<file path="config.mk">
export PLATFORM = sky130hd
export DESIGN_NAME = cla_word_sequencer
export DESIGN_NICKNAME = d
export VERILOG_FILES = /design/src/rtl/cla_word_sequencer.sv
export SDC_FILE = /design/constraint.sdc
export NUM_CORES = 1
export LEC_CHECK = 0
export BUFFER_PORTS_ARGS = -buffer_cell sky130_fd_sc_hd__clkbuf_2
export CAP_MARGIN = 20
export CORE_MARGIN = 2
export CORE_UTILIZATION = 30
export DETAILED_ROUTE_END_ITERATION = 7
export PLACE_DENSITY = 0.61
export REMOVE_ABC_BUFFERS = 1
export SLEW_MARGIN = 30
export SYNTH_ARGS = -nofsm -noshare
export SYNTH_HDL_FRONTEND = slang
export SYNTH_SLANG_ARGS = --single-unit
</file>
<file path="constraint.sdc">
create_clock -name clk -period 2.89 [get_ports clk]
set_clock_uncertainty 0.15 [all_clocks]
set_input_delay 0.4335 -clock clk [delete_from_list [all_inputs] [get_ports clk]]
set_output_delay 0.4335 -clock clk [all_outputs]
set_load 0.01 [all_outputs]
</file>
<file path="src/rtl/cla_word_sequencer.sv">
// Multi-cycle adder: one 4-bit carry-lookahead slice is reused once per nibble,
// LSB nibble first, with the carry chained through a register between passes.
module cla_word_sequencer #(
  parameter int WIDTH = 16
) (
  input  logic             clk,
  input  logic             rst,
  input  logic             in_valid,
  output logic             in_ready,
  input  logic [WIDTH-1:0] in_a,
  input  logic [WIDTH-1:0] in_b,
  input  logic             in_carry,
  output logic             out_valid,
  input  logic             out_ready,
  output logic [WIDTH-1:0] out_sum,
  output logic             out_carry,
  output logic             busy
);

  localparam int NIBBLES = WIDTH / 4;
  localparam int IDXW    = $clog2(NIBBLES);

  typedef enum logic [1:0] {
    IDLE = 2'd0,
    ADD  = 2'd1,
    DONE = 2'd2
  } state_t;

  state_t           state, next_state;
  logic [IDXW-1:0]  idx;
  logic             carry_reg;
  logic [WIDTH-1:0] op_a, op_b;
  logic [3:0]       nib_a, nib_b, nib_sum;
  logic             nib_cout;
  logic             last_nibble;

  // The shared four_bit_adder_cla slice: returns {carry_out, sum[3:0]}.
  function automatic logic [4:0] four_bit_adder_cla(input logic [3:0] a,
                                                    input logic [3:0] b,
                                                    input logic       cin);
    logic [3:0] p, g, c;
    logic       cout;
    p    = a ^ b;
    g    = a & b;
    c[0] = cin;
    c[1] = g[0] | (p[0] & cin);
    c[2] = g[1] | (p[1] & g[0]) | (p[1] & p[0] & cin);
    c[3] = g[2] | (p[2] & g[1]) | (p[2] & p[1] & g[0]) | (p[2] & p[1] & p[0] & cin);
    cout = g[3] | (p[3] & g[2]) | (p[3] & p[2] & g[1]) | (p[3] & p[2] & p[1] & g[0])
         | (p[3] & p[2] & p[1] & p[0] & cin);
    return {cout, p ^ c};
  endfunction

  assign nib_a       = op_a[4*idx +: 4];
  assign nib_b       = op_b[4*idx +: 4];
  assign {nib_cout, nib_sum} = four_bit_adder_cla(nib_a, nib_b, carry_reg);
  assign last_nibble = (idx == IDXW'(NIBBLES - 1));

  always_comb begin
    next_state = state;
    in_ready   = 1'b0;
    out_valid  = 1'b0;
    busy       = 1'b0;
    case (state)
      IDLE: begin
        in_ready = 1'b1;
        if (in_valid) next_state = ADD;
      end
      ADD: begin
        busy = 1'b1;
        if (last_nibble) next_state = DONE;
      end
      DONE: begin
        out_valid = 1'b1;
        busy      = 1'b1;
        if (out_ready) next_state = IDLE;
      end
      default: next_state = IDLE;
    endcase
  end

  // Result nibbles are written in place, so out_sum is cleared at acceptance.
  always_ff @(posedge clk) begin
    if (rst) begin
      state     <= IDLE;
      idx       <= '0;
      carry_reg <= 1'b0;
      op_a      <= '0;
      op_b      <= '0;
      out_sum   <= '0;
      out_carry <= 1'b0;
    end else begin
      state <= next_state;
      case (state)
        IDLE: begin
          if (in_valid) begin
            op_a      <= in_a;
            op_b      <= in_b;
            carry_reg <= in_carry;
            idx       <= '0;
            out_sum   <= '0;
            out_carry <= 1'b0;
          end
        end
        ADD: begin
          out_sum[4*idx +: 4] <= nib_sum;
          carry_reg           <= nib_cout;
          idx                 <= idx + IDXW'(1);
          if (last_nibble) out_carry <= nib_cout;
        end
        default: ;
      endcase
    end
  end

endmodule

</file>
### Word-level counts from Yosys, hierarchy flattened

Index checks and enable logic that the tools add are counted.

| operators by class | value |
|---|---|
| eq/ne operators | 6 |
| magnitude comparators | 0 |
| divide/modulo/power cells | 0 |
| bitwise operators | 29 |
| add/subtract/negate cells | 2 |
| mux-type cells | 17 |
| shift-type cells | 4 |
| reductions and logical operators | 7 |
| multipliers | 0 |

Operators by type and width:

| operator | number |
|---|---|
| $neg 4->34 | 1 |
| $shift 4x34->16 const A | 1 |
| $shiftx 4x34->16 | 1 |
| $pmux 16 s2 | 1 |
| $shiftx 16x5->4 | 2 |
| $and 1x1->1 | 16 |
| $bwmux 16 | 1 |
| $mux 16 | 1 |
| $or 1x1->1 | 10 |
| $mux 2 | 4 |
| $xor 4x4->4 | 2 |
| $mux 1 | 6 |
| $ne 2x2->1 const B | 3 |
| $pmux 2 s3 | 1 |
| $reduce_and 3->1 | 2 |
| $and 4x4->4 | 1 |
| $eq 2x2->1 const B | 2 |
| $pmux 1 s2 | 2 |
| $pmux 2 s2 | 1 |
| $reduce_and 2->1 | 2 |
| $add 2x1->2 const B | 1 |
| $eq 2x1->1 const B | 1 |
| $logic_not 2->1 | 1 |
| $reduce_bool 2->1 | 1 |
| $reduce_or 2->1 | 1 |

| storage, ports and cells | value |
|---|---|
| flip-flop bits (word level) | 54 |
| RAM bits | 0 |
| memories kept | 0 |
| bits in read-only memories | 0 |
| bits of input ports | 37 |
| logic and storage cells | 72 |
| output and inout port bits | 20 |
| bits in latches | 0 |

### Logic depth before layout (Yosys ltp)

Gate-level depths: netlist (run 1).

| logic depth | value |
|---|---|
| word-level depth | 10 |
| mapped depth | 8 |
| depth with buffers taken out | 6 |

### Worst setup path before layout (run 1)

OpenSTA, ideal clock, no wires.

| timing | value |
|---|---|
| path type | reg-to-reg |
| start point | reg idx[0] |
| end point | reg out_sum[14] |
| setup time | 128 ps |
| period minus slack after synthesis | 2569 ps |
| slack | 321 ps |
| arrival time | 2291 ps |
| path buffers | 1 |
| cell stages (with the launch flop) | 8 |
| required time | 2612 ps |
| path through | dfxtp_1 > buf_2 > mux4_2 > ha_1 > a211o_1 > a21o_1 > a32oi_1 > nor2_1 |

| between the ends | value |
|---|---|
| longest elaborated chain between the ends | 10 |
| elaborated cells on any way between the ends | 25 |
| classes of those cells | add/sub: 1; shift: 4; mux: 2; bitwise: 18 |

Ends and longest elaborated chain:

| element | line | source |
|---|---|---|
| from (decl) | 30 | `logic [IDXW-1:0] idx;` |
| from (signal assigned) | 108 | `idx <= idx + IDXW'(1);` |
| $shiftx 16x5->4, on equally long branches | 54, 55 |  |
| $xor 4x4->4 or $and 4x4->4 (tied branches) | 43, 44 |  |
| $and 1x1->1 | 48 | `c[3] = g[2] \| (p[2] & g[1]) \| (p[2] & p[1] & g[0]) \| (p[2] & p[1] & p[0] & cin);` |
| $or 1x1->1 or $and 1x1->1 (tied branches) (2 in a row) | 48 |  |
| $or 1x1->1 | 48 |  |
| $xor 4x4->4 | 51 | `return {cout, p ^ c};` |
| $shiftx 4x34->16 | 106 | `out_sum[4*idx +: 4] <= nib_sum;` |
| $bwmux 16 * | 106 |  |
| $pmux 16 s2 * | 94 | `case (state)` |
| to (signal, indexed assignment) | 106 |  |
| to (decl) | 15 | `output logic [WIDTH-1:0] out_sum,` |

Every way passes the cells marked *; elsewhere a longest branch is shown, timed or not.
A chain may end at the register's enable or synchronous reset.

### Final worst setup path (run 1)

Ends and elaborated chain as after synthesis.

==> results.sh, run 1 <==
export IMPL_status="complete, no violations"
export IMPL_coreArea_sq_um=8217
export IMPL_worst_slew_pin_slew_ps=542.6
export IMPL_min_period_ps=2654
export IMPL_wl_per_cell_um=13.25
export IMPL_ios=57
export IMPL_postSynthCellCount=282
export IMPL_cts_hold_buf=0
export IMPL_synth_top_area_cell="dfxtp_1"
export IMPL_fmax_mhz=376.7
export IMPL_finalHoldViolCount=0
export IMPL_drt_total_wl_um=5805
export IMPL_place_area_sq_um=2905
export IMPL_gr_total_overflow=0
export IMPL_drc=0
export IMPL_synthFlopType="dfxtp_1"
export IMPL_globalRouteTotalUtil_pct=13.27
export IMPL_cellLeakagePower_nw=1.230
export IMPL_synth_common_cells="nand2_1 (69), dfxtp_1 (54), a21oi_1 (35)"
export IMPL_avgSynthCellArea_sq_um=9.002
export IMPL_rsz0062_at_grt="false"
export IMPL_final_setup_tns_ps=0
export IMPL_drtIter0Drc=63
export IMPL_power_mw=2.309
export IMPL_yosysMostFrequentCell="nand2_1"
export IMPL_diodes=0
export IMPL_worstSetupStartpointType="register"
export IMPL_vias_per_cell=4.703
export IMPL_clkLatencyLatePin_ps=310
export IMPL_path_cells="mux4_2 > ha_1 > a211o_1 > a21o_1 > a32oi_1 > nor2_1"
export IMPL_ys_seq_area_share_pct=42.58
export IMPL_place_congestion=0.7583
export IMPL_portBuffers=56
export IMPL_path_clk_slew_ps=90
export IMPL_worstPathRequired_ps=2930
export IMPL_cp_arrival_ps=2690
export IMPL_cts_resized=0
export IMPL_worst_hold_path_type="in -> reg"
export IMPL_drt_pass1_iterations=4
export IMPL_slowest_delay_ps=620
export IMPL_syn_area_sq_um=2539
export IMPL_synth_top_area_share_pct=42.58
export IMPL_dieArea_sq_um=9214
export IMPL_fp_dieH_um=95.99
export IMPL_drive_gt1_share_pct=25.83
export IMPL_cts_sinks=54
export IMPL_maxSlewViolCount=0
export IMPL_clk_path_buf_depth=2
export IMPL_cts_tree="yes"
export IMPL_die_x_um=95.99
export IMPL_drv_cap=0
export IMPL_area_delta_synth_final_pct=17.59
export IMPL_setup_ws_ps=235.7
export IMPL_min_period_over_period_pct=91.85
export IMPL_finalSetupViolCount=0
export IMPL_start_util_pct=30.90
export IMPL_netlist_cell_type_count=44
export IMPL_h_tree_depth=2
export IMPL_grt_start_max_net_pins=48
export IMPL_slowest_stage="mux4_2"
export IMPL_cts_setup_buffers=0
export IMPL_grt_pass1_wl_um=9411
export IMPL_drtAntennaViolNets=0
export IMPL_grt_pass1_vias=1977
export IMPL_final_nets=384
export IMPL_reg_top3="op_a: 16 flops, op_b: 16 flops, out_sum: 16 flops"
export IMPL_vdd_ir_drop_max_uv=264.7
export IMPL_cp_max_fo=8
export IMPL_worstSetupEndpointType="register"
export IMPL_critPathKind="reg -> reg"
export IMPL_vias=2060
export IMPL_synth_edf_count=0
export IMPL_power_density_nw_per_um2=773.5
export IMPL_fin_area_sq_um=2985
export IMPL_numCtsBuffers=5
export IMPL_synth_warnings=0
export IMPL_synthTopCellsByArea="dfxtp_1 (43%), nand2_1 (10%), mux4_2 (7.1%)"
export IMPL_ys_async_sr_fraction_pct=0
export IMPL_antenna_found_initial=0
export IMPL_max_slew_margin_pct=63.77
export IMPL_placementRows=33
export IMPL_ys_seq_elements=54
export IMPL_dp_slack_ps=209.1
export IMPL_dpl_hpwl_um=4393
export IMPL_cts_root_buf="clkbuf_8"
metrics by stage:
stage	instances	util, %	hold slack, ps
floorplan	265	-	277.1
global placement	431	35.36	289.9
detailed placement	431	35.36	293.8
CTS	438	36.33	187.5
global route	438	36.33	181.0
finish	438	36.33	189.8
final cells by class:
cell class | count | area, sq um
Sequential cell | 54 | 1081
Tap cell | 105 | 131.4
Timing Repair Buffer | 61 | 317.8
Clock buffer | 6 | 72.57
Inverter | 8 | 35.03
Fill cell | 887 | 5231
Clock inverter | 1 | 7.507
Multi-Input combinational cell | 203 | 1340
worst paths after layout:
path / to / start / slack, ps / cells past startpoint
worst min-delay path: op_a[10] / in_a[10] / 190 / 3
worst max-delay path: out_sum[14] / idx[0] / 240 / 6
worst min register to register: op_b[11] / op_b[11] / 300 / 2
worst max register to register: out_sum[14] / idx[0] / 240 / 6
power breakdown:
group          switching, mW  leakage, nW  internal [mW]
sequential            0.0822        0.441          0.852
combinational          0.592        0.752          0.380
clock                  0.236       0.0373          0.167
total                  0.911         1.23           1.40
worst max-delay path: cells and delay by family (launching register included):
family,cells,cell delay (ps)
AOI/OAI and AO/OA,3,770
muxes,1,620
DFF,1,610
adders and majority gates,1,340
and+or+nand+nor,1,50
cell families (layout without fill, tap and decap cells):
kind of cell             Yosys count  count (layout)  share of synthesized area (%)
AO/OA/AOI/OAI                     67              67                          16.41
XOR/XNOR                           2               2                         0.6901
adder cells (fa/ha/maj)           14              14                          7.196
buffers and inverters             25              76                          4.633
flip-flops                        54              54                          42.58
multiplexers                      12              12                          8.723
AND/OR/NAND/NOR                  108             108                          19.76
cells in the final DEF (no fill, tap or decap), types with 5 or more instances in the layout:
master	n
a21oi_1	35
a22oi_1	7
a32oi_1	5
buf_4	5
clkbuf_2	56
clkbuf_8	5
dfxtp_1	54
ha_1	13
inv_1	7
mux4_2	8
nand2_1	69
nand3_1	7
nor2_1	17
per-layer routing:
metal	routed length, um	global-route usage [%]	vias to the layer above
li1	-	-	1077
met3	272	3.681	8
met1	2845	18.35	926
met2	2594	20.25	49
met5	0	0	-
met4	93	3.690	0
No activity file was read; power rests on OpenSTA's default activity.
==> inputs of run 2 (changes only) <==
ABC_AREA = 1   (was unset)
CTS_CLUSTER_SIZE = 14   (was unset)
==> run 2 against run 1 <==
Compared with the run above: synthesized cell count grew 22%; critical path type unchanged; critical path depth up 3; die area increased by 0.90%.
==> results.sh, run 2 <==
export IMPL_status="complete, no violations"
export IMPL_dpl_hpwl_um=4573
export IMPL_drive_gt1_share_pct=20.81
export IMPL_hold_path_depth=3
export IMPL_grt_pass1_vias=2276
export IMPL_vias_per_cell=4.657
export IMPL_netlist_cell_type_count=30
export IMPL_synth_warnings=0
export IMPL_worstHoldEndpoint="op_b[6]"
export IMPL_worst_hold_path_type="in -> reg"
export IMPL_grt_start_max_net_pins=34
export IMPL_synth_common_cells="nor2_1 (89), dfxtp_1 (54), o21ai_0 (50)"
export IMPL_synth_top_area_share_pct=42.19
export IMPL_worstSetupStartpointType="register"
export IMPL_finalSetupViolCount=0
export IMPL_worst_slew_pin_slew_ps=783.5
export IMPL_mostFrequentLayoutCell="nor2_1"
export IMPL_grt_pass1_wl_um=10010
export IMPL_max_slew_margin_pct=47.44
export IMPL_synthAdderAreaFrac_pct=7.129
export IMPL_synth_top_family_by_area="simple AND/OR/NAND/NOR gates"
export IMPL_dieArea_sq_um=9297
export IMPL_die_x_um=96.42
export IMPL_rsz0062_at_grt="false"
export IMPL_m1WireLength_um=2808
export IMPL_rr_endpoint="out_sum[6]"
export IMPL_diodes=0
export IMPL_synth_edf_count=0
export IMPL_slowest_stage="dfxtp_2"
export IMPL_cellLeakagePower_nw=1.290
export IMPL_slowest_delay_ps=400
export IMPL_worstPathRequired_ps=2980
export IMPL_critPathKind="reg -> reg"
export IMPL_layout_common_cells="nor2_1 (89), clkbuf_2 (56), dfxtp_1 (53)"
export IMPL_ys_async_sr_fraction_pct=0
export IMPL_antenna_found_initial=0
export IMPL_reg_top3="op_a: 16 flops, op_b: 16 flops, out_sum: 16 flops"
export IMPL_avgSynthCellArea_sq_um=7.449
export IMPL_r2r_slack_ps=420
export IMPL_drv_cap=0
export IMPL_portBuffers=56
export IMPL_min_period_ps=2468
export IMPL_wl_met2_um=2704
export IMPL_ys_seq_elements=54
export IMPL_globalRouteTotalUtil_pct=13.58
export IMPL_ios=57
export IMPL_path_clk_slew_ps=100
export IMPL_yosys_area_share_simple_pct=24.71
export IMPL_r2r_start="idx[1]"
export IMPL_min_period_over_period_pct=85.39
export IMPL_cp_max_fo=13
export IMPL_seq_area_sq_um=1082
export IMPL_cp_arrival_ps=2560
export IMPL_finalHoldViolCount=0
export IMPL_power_mw=2.758
export IMPL_drt_pass1_iterations=4
export IMPL_final_nets=445
export IMPL_drtAntennaViolNets=0
export IMPL_nFillCells=898
export IMPL_postSynthCellCount=344
export IMPL_synthTopCellsByArea="dfxtp_1 (42%), nor2_1 (13%), o21ai_0 (9.8%)"
export IMPL_cts_tree="yes"
export IMPL_coreArea_sq_um=8258
export IMPL_wl_met3_um=354
export IMPL_numCtsBuffers=5
export IMPL_vias=2324
export IMPL_worstSetupEndpointType="register"
export IMPL_top_layer_used="met4"
export IMPL_place_congestion=0.8202
export IMPL_drtIter0Drc=82
export IMPL_maxSlewViolCount=0
export IMPL_fp_dieH_um=96.42
export IMPL_synth_top_area_cell="dfxtp_1"
export IMPL_fmax_mhz=405.2
export IMPL_syn_area_sq_um=2562
export IMPL_clkLatencyLatePin_ps=300
export IMPL_hp_start="in_b[6]"
export IMPL_drc=0
export IMPL_area_delta_synth_final_pct=17.29
export IMPL_clk_path_buf_depth=2
export IMPL_synth_compound_area_share_pct=19.38
export IMPL_gr_total_overflow=0
export IMPL_start_util_pct=31.03
export IMPL_multi_input_area_sq_um=1330
export IMPL_power_density_nw_per_um2=917.8
export IMPL_ys_seq_area_share_pct=42.19
export IMPL_final_setup_tns_ps=0
export IMPL_cts_setup_buffers=0
export IMPL_yosysMostFrequentCell="nor2_1"
export IMPL_path_cells="inv_1 > o21ai_0 > o22ai_1 > ha_1 > nand3_1 > nand2_1 > xor2_1 > nand4_1 > a21oi_1"
export IMPL_wl_per_cell_um=11.89
export IMPL_r2r_cells=9
export IMPL_drt_total_wl_um=5933
export IMPL_synth_mux_area_share_pct=0
export IMPL_synthFlopType="dfxtp_1"
export IMPL_cts_root_buf="clkbuf_8"
export IMPL_placementRows=33
export IMPL_h_tree_depth=2
export IMPL_vdd_ir_drop_max_uv=241.0
export IMPL_cts_sinks=54
export IMPL_synthXorXnorAreaFrac_pct=0.6836
## run 2: cell count changes in the layout (fill, tap and decap cells not counted), sizes merged, moves of 13 or more
cell,before,now
nand2,69,41
nor2,17,91
o21ai,9,56
a21oi,35,22
## run 2: cell families (layout without fill, tap and decap cells)
| kind of cell | Yosys count | after routing |
|---|---|---|
| buffers and inverters | 35 | 85 |
| adders and majority gates | 14 | 14 |
| xor gates and xnor gates | 2 | 2 |
| DFF | 54 | 54 |
| AOI/OAI and AO/OA | 88 | 88 |
| and+or+nand+nor | 151 | 151 |
## run 2: how the worst max path moves through the flow
stage / startpoint / slack [ps] / end / cells past startpoint
floorplan: idx[0] / 330 / out_sum[7] / 13
global placement: idx[1] / 470 / out_sum[6] / 9
detailed placement: idx[1] / 360 / out_sum[6] / 9
CTS: idx[1] / 310 / out_sum[6] / 9
global route: state[0] / 190 / op_a[12] / 7
finish: idx[1] / 420 / out_sum[6] / 9
## run 2: critical path: cells and delay by family, from the launching register on
family          cells  cell delay, ps
fa+ha+maj           1             310
buf+inv             1             250
xor+xnor            1             310
flops               1             400
compound gates      3             600
simple gates        3             370
## run 2: layout make-up
| cell class | count | share of cell area, % |
|---|---|---|
| flip-flops and latches | 54 | 36.01 |
| multi-input cells | 255 | 44.25 |
| clock buffers | 7 | 2.540 |
| well taps | 105 | 4.371 |
| repair buffers | 60 | 10.32 |
| inverters | 18 | 2.498 |
## run 2: what timing repair did
action,4_1_cts,5_1_grt
gates resized for setup,0,1
setup endpoints to repair,0,2
hold buffers,0,0
## run 2: metrics by stage
| stage | utilization [%] | cell area [sq um] | hold WS [ps] | worst slack (ps) | cells |
|---|---|---|---|---|---|
| CTS | 36.38 | 3004 | 220.3 | 306.2 | 499 |
| floorplan | - | 2486 | 299.5 | 334.9 | 327 |
| finish | 36.39 | 3005 | 228.5 | 422.3 | 499 |
| global placement | 35.45 | 2928 | 297.4 | 468.9 | 492 |
| global route | 36.39 | 3005 | 234.8 | 192.2 | 499 |
| detailed placement | 35.45 | 2928 | 303.4 | 356.2 | 492 |
## run 2: metal layers
metal | vias up | global-route usage (%)
li1 | 1229 | -
met4 | 0 | 3.873
met1 | 1031 | 17.58
met2 | 58 | 22.80
met5 | - | 0
met3 | 6 | 2.948
## run 2: power by group
group          internal [mW]  switching (mW)
clock network          0.168           0.227
registers              0.904          0.0922
logic                  0.481           0.886
==> inputs of run 3 (changes only) <==
BUFFER_PORTS_ARGS = unset   (was -buffer_cell sky130_fd_sc_hd__clkbuf_2)
DONT_BUFFER_PORTS = 1   (was unset)
PLACE_DENSITY = 0.56   (was 0.61)
==> run 3 against run 2 <==
Compared with the run above: non-clock buffer count fell by 54; flip-flop and latch count did not move; fmax barely moved; clock power rose by 54%; critical endpoint is now out_sum[15].
==> results.sh, run 3 (synthesis gave the netlist of run 2 again) <==
export IMPL_status="complete, no violations"
export IMPL_setup_ws_ps=423.9
export IMPL_worst_hold_path_type="in -> reg"
export IMPL_mostFrequentLayoutCell="nor2_1"
export IMPL_area_delta_synth_final_pct=9.277
export IMPL_dp_slack_ps=470.4
export IMPL_cts_hold_buf=0
export IMPL_power_density_nw_per_um2=1055
export IMPL_drt_pass1_iterations=4
export IMPL_portBuffers=0
export IMPL_cts_tree="yes"
export IMPL_top_layer_used="met4"
export IMPL_max_slew_margin_pct=43.33
export IMPL_cts_root_buf="clkbuf_8"
export IMPL_crit_top_cell="nand2_1"
export IMPL_final_setup_tns_ps=0
export IMPL_slowest_stage="dfxtp_1"
export IMPL_fin_util_pct=33.91
export IMPL_cts_setup_buffers=0
export IMPL_cellLeakagePower_nw=1.094
export IMPL_m1WireLength_um=2982
export IMPL_worstPathRequired_ps=2990
export IMPL_cp_arrival_ps=2570
export IMPL_vdd_ir_drop_max_uv=310.1
export IMPL_critPathKind="reg -> reg"
export IMPL_fmax_mhz=405.5
export IMPL_vias_per_cell=4.803
export IMPL_r2r_cells=14
export IMPL_finalSetupViolCount=0
export IMPL_diodes=0
export IMPL_vias=2142
export IMPL_globalRouteTotalUtil_pct=13.92
export IMPL_drv_cap=0
export IMPL_wl_per_cell_um=13.95
export IMPL_clk_path_buf_depth=2
export IMPL_start_util_pct=31.03
export IMPL_fp_dieH_um=96.42
export IMPL_wl_met2_um=2810
export IMPL_dpl_hpwl_um=4406
export IMPL_coreArea_sq_um=8258
export IMPL_path_cells="inv_1 > buf_4 > o21ai_0 > o22ai_1 > ha_1 > nand2_1 > nand2_1 > nor2_1 > nand2_1 > nand2_1 > nand3_1 > nor2_1 > nand2_1 > a21oi_1"
export IMPL_grt_start_max_net_pins=36
export IMPL_slowest_delay_ps=320
export IMPL_cts_resized=0
export IMPL_finalHoldViolCount=0
export IMPL_place_area_sq_um=2663
export IMPL_worstSetupStartpointType="register"
export IMPL_wl_met3_um=372
export IMPL_antenna_found_initial=0
export IMPL_ios=57
export IMPL_worstSetupEndpointType="register"
export IMPL_final_nets=391
export IMPL_grt_pass1_vias=2050
export IMPL_reg_top3="op_a: 16 flops, op_b: 16 flops, out_sum: 16 flops"
export IMPL_h_tree_depth=2
export IMPL_fin_area_sq_um=2800
export IMPL_gr_total_overflow=0
export IMPL_drive_gt1_share_pct=8.798
export IMPL_drtAntennaViolNets=0
export IMPL_timing_hold_ws_ps=20.67
export IMPL_min_period_over_period_pct=85.33
export IMPL_min_period_ps=2466
export IMPL_worst_slew_pin_slew_ps=849.2
export IMPL_cp_max_fo=10
export IMPL_rsz0062_at_grt="false"
export IMPL_layout_common_cells="nor2_1 (89), dfxtp_1 (54), o21ai_0 (50)"
export IMPL_hold_path_depth=1
export IMPL_grt_pass1_wl_um=10050
export IMPL_drt_total_wl_um=6220
export IMPL_maxSlewViolCount=0
export IMPL_place_congestion=0.7790
export IMPL_path_clk_slew_ps=100
export IMPL_die_x_um=96.42
export IMPL_cts_sinks=54
export IMPL_clkLatencyLatePin_ps=320
export IMPL_placementRows=33
export IMPL_drc=0
export IMPL_numCtsBuffers=5
export IMPL_drtIter0Drc=49
export IMPL_dieArea_sq_um=9297
run 3: critical path, delay by kind of cell, from the launching register on:
family          cells  cell delay (ps)
flops               1              320
compound gates      3              390
fa+ha+maj           1              320
simple gates        8              770
buf+inv             2              460
run 3: report_power, final:
part / internal, mW / switching, mW
registers: 0.904 / 0.0898
logic: 0.454 / 0.896
clock network: 0.347 / 0.262
run 3: cell type report:
| cell class | count | area [sq um] |
|---|---|---|
| Multi-Input combinational cell | 255 | 1330 |
| Tap cell | 105 | 131.4 |
| Fill cell | 915 | 5458 |
| Timing Repair Buffer | 6 | 45.04 |
| Inverter | 18 | 75.07 |
| Sequential cell | 54 | 1081 |
| Clock buffer | 5 | 68.82 |
| Clock inverter | 3 | 68.82 |
run 3: path summary, 6_finish.rpt:
check,start,to,slack [ps]
max reg2reg,idx[0],out_sum[15],420
max,idx[0],out_sum[15],420
min,rst,out_sum[4],20
min reg2reg,op_b[4],op_b[4],340
run 3: routing by layer:
layer	up-vias	track usage [%]
met5	-	0
met4	0	3.873
met3	5	3.724
met2	53	22.05
met1	964	18.68
li1	1120	-
run 3: metrics by stage:
step	power [mW]	instances
global placement	2.343	438
finish	2.953	446
CTS	2.976	446
detailed placement	2.364	438
floorplan	2.044	327
global route	3.192	446
